<file path="config.mk">
export PLATFORM = sky130hd
export DESIGN_NAME = bus_capture_reader
export DESIGN_NICKNAME = d
export VERILOG_FILES = /design/src/rtl/bus_capture_reader.sv
export SDC_FILE = /design/constraint.sdc
export NUM_CORES = 1
export LEC_CHECK = 0
export CAP_MARGIN = 5
export CORE_ASPECT_RATIO = 0.7
export CORE_MARGIN = 5
export CORE_UTILIZATION = 40
export DETAILED_ROUTE_END_ITERATION = 12
export GPL_TIMING_DRIVEN = 1
export PLACE_DENSITY = 0.57
export SLEW_MARGIN = 20
export SYNTH_ARGS = -nofsm -noshare
export SYNTH_HDL_FRONTEND = slang
export SYNTH_SLANG_ARGS = --single-unit
</file>
<file path="constraint.sdc">
create_clock -name i_clk -period 3.1 [get_ports i_clk]
set_clock_uncertainty 0.05 [all_clocks]
set_input_delay 0.31 -clock i_clk [delete_from_list [all_inputs] [get_ports i_clk]]
set_output_delay 0.31 -clock i_clk [all_outputs]
set_load 0.02 [all_outputs]
</file>
<file path="src/rtl/bus_capture_reader.sv">
// Receiving end of the gated 4-bit bus: settle, capture one word per enable, queue in a show-ahead FIFO.
// Optional abort counter output enabled with `define ABORT_CNT_EN.
module bus_capture_reader #(
    parameter int WIDTH      = 4,
    parameter int DEPTH      = 4,
    parameter int SETTLE_CYC = 1
) (
    input  logic                       i_clk,
    input  logic                       i_reset,
    input  logic [WIDTH-1:0]           i_bus,
    input  logic                       i_bus_en,
    input  logic                       i_rd_rdy,
    output logic [WIDTH-1:0]           o_rd_data,
    output logic                       o_rd_valid,
    output logic [$clog2(DEPTH):0]     o_count,
    output logic                       o_full,
    output logic                       o_empty,
    output logic                       o_ovf
`ifdef ABORT_CNT_EN
    ,
    output logic [3:0]                 o_abort_cnt
`endif
);

    localparam int AW = $clog2(DEPTH);
    localparam int CW = AW + 1;
    localparam logic [2:0] LP_SETTLE = 3'(SETTLE_CYC);
    localparam logic [CW-1:0] LP_DEPTH = CW'(DEPTH);

    typedef enum logic [1:0] {
        S_IDLE,
        S_SETTLE,
        S_CAPTURE,
        S_HOLD
    } state_t;

    state_t           r_state;
    state_t           w_next;
    logic [2:0]       r_settle;
    logic [2:0]       w_settle_nxt;
    logic             r_bus_en_d;
    logic             w_rise;
    logic             w_push;
    logic             w_abort;

    logic [WIDTH-1:0] r_mem [DEPTH];
    logic [AW-1:0]    r_wptr;
    logic [AW-1:0]    r_rptr;
    logic [CW-1:0]    r_count;
    logic             r_ovf;
    logic             w_full;
    logic             w_empty;
    logic             w_pop;
    logic             w_wr;

    // Reset loads the live enable so a transfer already in progress is not seen as a new rise.
    always_ff @(posedge i_clk) begin
        if (i_reset) begin
            r_state    <= S_IDLE;
            r_settle   <= 3'd0;
            r_bus_en_d <= i_bus_en;
        end else begin
            r_state    <= w_next;
            r_settle   <= w_settle_nxt;
            r_bus_en_d <= i_bus_en;
        end
    end

    assign w_rise = i_bus_en & ~r_bus_en_d;

    always_comb begin
        w_next       = r_state;
        w_settle_nxt = r_settle;
        w_push       = 1'b0;
        w_abort      = 1'b0;
        case (r_state)
            S_IDLE: begin
                if (w_rise) begin
                    w_next       = S_SETTLE;
                    w_settle_nxt = 3'd1;
                end
            end
            S_SETTLE: begin
                if (!i_bus_en) begin
                    w_next       = S_IDLE;
                    w_settle_nxt = 3'd0;
                    w_abort      = 1'b1;
                end else if (r_settle == LP_SETTLE) begin
                    w_next = S_CAPTURE;
                end else begin
                    w_settle_nxt = r_settle + 3'd1;
                end
            end
            S_CAPTURE: begin
                w_settle_nxt = 3'd0;
                if (!i_bus_en) begin
                    w_next  = S_IDLE;
                    w_abort = 1'b1;
                end else begin
                    w_next = S_HOLD;
                    w_push = 1'b1;
                end
            end
            S_HOLD: begin
                if (!i_bus_en) begin
                    w_next = S_IDLE;
                end
            end
            default: begin
                w_next       = S_IDLE;
                w_settle_nxt = 3'd0;
            end
        endcase
    end

    assign w_full  = (r_count == LP_DEPTH);
    assign w_empty = (r_count == '0);
    assign w_pop   = ~w_empty & i_rd_rdy;
    // A pop in the same cycle frees the slot for a push into a full FIFO.
    assign w_wr    = w_push & (~w_full | w_pop);

    always_ff @(posedge i_clk) begin
        if (!i_reset && w_wr) begin
            r_mem[r_wptr] <= i_bus;
        end
    end

    always_ff @(posedge i_clk) begin
        if (i_reset) begin
            r_wptr  <= '0;
            r_rptr  <= '0;
            r_count <= '0;
            r_ovf   <= 1'b0;
        end else begin
            if (w_wr) begin
                r_wptr <= r_wptr + AW'(1);
            end
            if (w_pop) begin
                r_rptr <= r_rptr + AW'(1);
            end
            if (w_wr && !w_pop) begin
                r_count <= r_count + CW'(1);
            end else if (!w_wr && w_pop) begin
                r_count <= r_count - CW'(1);
            end
            if (w_push && w_full && !w_pop) begin
                r_ovf <= 1'b1;
            end
        end
    end

    assign o_rd_data  = w_empty ? '0 : r_mem[r_rptr];
    assign o_rd_valid = ~w_empty;
    assign o_count    = r_count;
    assign o_full     = w_full;
    assign o_empty    = w_empty;
    assign o_ovf      = r_ovf;

`ifdef ABORT_CNT_EN
    logic [3:0] r_abort_cnt;

    always_ff @(posedge i_clk) begin
        if (i_reset) begin
            r_abort_cnt <= 4'd0;
        end else if (w_abort && r_abort_cnt != 4'hF) begin
            r_abort_cnt <= r_abort_cnt + 4'd1;
        end
    end

    assign o_abort_cnt = r_abort_cnt;
`else
    logic w_unused_abort;
    assign w_unused_abort = w_abort;
`endif

endmodule
</file>
==> flow_metrics.py <==
metrics = {
    "worst_setup_path": {
        "timing.rr.start": "r_state[0]$_SDFFE_PP0P_",
        "worst_setup_path_start_kind": "flip-flop",
        "cpMaxStageDelayCell": "fa_1",
        "reg2regPathDepth": 10,
        "cp.buffers_inverters": 2,
        "cpPeakStageDelay_ns": 0.38,
        "required_ns": 3.27,
        "r2r-end": "o_count[2]$_SDFFE_PP0P_",
        "end_kind": "flip-flop",
        "rrSetupSlack_ns": 0.68,
        "path_cells": "inv_1, ha_1, nand2_1, nor2_1, ha_1, inv_1, fa_1, xor2_1, or3_1, a21oi_1",
        "worst-setup-path-type": "flip-flop to flip-flop",
        "path_delay_family": "adder cells",
        "critPathArrivalTime_ns": 2.59,
        "worstPathMaxFanout": 6,
    },
    "power": {
        "pwr-share-clk_pct": 31.5,
        "p_sw_share_pct": 29.2,
        "p_int_uw": 921,
        "max-vdd-ir-drop_uv": 354,
        "p_switching_uw": 380,
        "p_comb_share_pct": 29.6,
        "power_leakage_uw": 0.000669,
        "power_density_mw_per_mm2": 704,
        "p_seq_share_pct": 38.9,
    },
    "timing": {
        "setup_slack_ns": 0.684,
        "rsz0062_at_grt": "no",
        "slew_headroom_pct": 68.8,
        "setup_viol": 0,
        "hold_viol": 0,
        "fin_setup_tns_ns": 0,
        "worst_pin_slew_ns": 0.468,
        "fmax_mhz": 414,
        "finalCritPeriodShare_pct": 77.9,
        "period_minus_slack_ns": 2.42,
        "hold_slack_ns": 0.435,
        "slew_violations": 0,
    },
    "finish": {
        "diodes": 0,
        "fin_cells": 196,
        "drive_gt1_share_pct": 11.6,
        "area_growth_pct": 24.0,
        "n_fill_cell": 340,
        "final_util_pct": 52.0,
        "fin_nets": 165,
        "multi_input_area_um2": 637,
        "seq_area_um2": 801,
    },
    "global_routing": {
        "grt_use_total_pct": 11.6,
        "grt_remaining_overflow": 0,
        "grt_max_degree": 18,
        "grt_pass1_vias": 959,
        "grt_pass1_wl_mm": 4.44,
        "antenna_found_initial": 0,
    },
    "hold_path": {
        "hold_class": "flip-flop to flip-flop",
        "hold_end": "o_ovf$_SDFFE_PP0P_",
        "min_from": "o_ovf$_SDFFE_PP0P_",
        "holdPathStages": 2,
    },
    "clock_network": {
        "cts_tree": "yes",
        "cts_hold_buf": 0,
        "cts_setup_buffers": 0,
        "insertion_delay_ns": 0.28,
        "cts_made_buffers": 5,
        "clock_path_buffers": 2,
        "cts_num_sinks": 32,
        "clk_pin_slew_ns": 0.07,
        "htree_levels": 2,
        "cts-root-buf": "clkbuf_8",
        "ctsResizeCount": 0,
    },
    "synth": {
        "synthFlopType": "edfxtp_1",
        "syn_area_mm2": 0.00149,
        "synth_edf_count": 16,
        "async_reset_ff_share_pct": 0,
        "seq_area_frac_synth_pct": 53.7,
        "mappedNetlistNets": 141,
        "synth.distinct_cells": 36,
        "avgSynthCellArea_um2": 12.3,
        "synthCells": 121,
        "yosysWarnings": 0,
        "synth-seq-cells": 32,
    },
    "floorplan": {
        "start_util_pct": 41.9,
        "core_region_area_mm2": 0.00356,
        "std_cell_rows": 18,
        "io_pins": 19,
        "die_x_um": 83.0,
        "die_y_um": 61.1,
        "die_area_mm2": 0.00507,
    },
    "placed_design": {
        "place_congestion": 0.745,
        "dp_hpwl_mm": 1.95,
        "pre_cts_ws_ns": 0.610,
        "dp.cells": 188,
        "io_buffers": 18,
    },
    "route": {
        "dr.pass1.iters": 4,
        "drt_iter0_drc": 71,
        "routed_wl_mm": 2.58,
        "wl_per_cell_um": 13.2,
        "vias": 973,
        "viasPerCell": 4.96,
        "drc": 0,
        "ant_nets": 0,
    },
    "status": {
        "status": "complete, no violations",
    },
    "job": {
        "cap_violations": 0,
    },
}
[cell type report]
class / count / area share, %
Clock buffer: 6 / 4.47
Clock inverter: 2 / 1.83
Inverter: 8 / 1.62
Multi-Input combinational cell: 77 / 34.4
Sequential cell: 32 / 43.3
Tap cell: 50 / 3.38
Timing Repair Buffer: 21 / 11.0
[stage by stage]
| step | instance area, um^2 | power (uW) |
|---|---|---|
| after floorplan | 1490 | 748 |
| after global placement | 1730 | 902 |
| after detailed placement | 1730 | 908 |
| after CTS | 1850 | 1320 |
| after global routing | 1850 | 1380 |
| final | 1850 | 1300 |
[layer usage]
layer / track usage [%] / wire length [um] / up-vias
met4: 6.99 / 63 / 0
met5: 0 / 0 / -
met3: 4.28 / 143 / 9
li1: - / - / 484
met2: 17.4 / 1090 / 18
met1: 14.6 / 1280 / 462
[worst min-delay path, stage by stage, from the launching register on]
cell,delay (ns)
dfxtp_1,0.34
a31oi_1,0.04
nor2_1,0.07
[power groups by stage]
stage	clock network, uW	registers [uW]	logic [uW]
after floorplan	0	521	228
after global placement	0	514	388
after detailed placement	0	515	392
after CTS	418	507	393
after global routing	438	513	427
final	410	506	386
[cells in the final DEF, fill, tap and decap left out, types with 4 or more instances in the layout]
cell type,count
xor2_1,4
and2_1,8
ha_1,11
nand2_1,4
clkdlybuf4s50_1,18
clkbuf_8,6
inv_1,8
nor2_1,11
dfxtp_1,16
edfxtp_1,16
mux4_2,4
[sequential cells by signal, summed over array words and instances (netlist names), named ones only]
| register | flops |
|---|---|
| o_count | 3 |
| r_wptr | 2 |
| r_settle | 3 |
| o_ovf | 1 |
| r_bus_en_d | 1 |
| r_rptr | 2 |
| r_mem | 16 |
| r_state | 2 |
[kinds of logic (layout without fill, tap and decap cells)]
logic type | count (synthesis) | in the layout | share of synthesized area [%]
AND/OR/NAND/NOR | 39 | 39 | 14.4
flip-flops | 32 | 32 | 53.7
AO/OA/AOI/OAI | 16 | 16 | 8.05
adder cells (fa/ha/maj) | 12 | 12 | 10.6
buffers and inverters | 12 | 37 | 3.61
XOR/XNOR | 5 | 5 | 2.94
multiplexers | 5 | 5 | 6.71
[synthesized netlist by cell type (3+ instances only)]
cell type,n,area (um^2)
and2_1,8,50.1
inv_1,8,30.0
nor2_1,11,41.3
ha_1,11,138
nand2_1,4,15.0
xor2_1,4,35.0
mux4_2,4,90.1
dfxtp_1,16,320
a21oi_1,3,15.0
edfxtp_1,16,480
nor3_1,3,15.0
[worst max path at each step]
| stage | startpoint | slack, ns | cells after the start | end |
|---|---|---|---|---|
| 2_1_floorplan | o_count[0]$_SDFFE_PP0P_ | 0.71 | 9 | o_count[2]$_SDFFE_PP0P_ |
| 3_3_place_gp | i_bus_en | 0.67 | 9 | o_count[2]$_SDFFE_PP0P_ |
| 3_5_place_dp | i_bus_en | 0.61 | 9 | o_count[2]$_SDFFE_PP0P_ |
| 4_1_cts | r_state[0]$_SDFFE_PP0P_ | 0.67 | 10 | o_count[2]$_SDFFE_PP0P_ |
| 5_1_grt | r_state[0]$_SDFFE_PP0P_ | 0.48 | 10 | o_count[2]$_SDFFE_PP0P_ |
| 6_report | r_state[0]$_SDFFE_PP0P_ | 0.68 | 10 | o_count[2]$_SDFFE_PP0P_ |
Power figures use the tool's default switching activity.
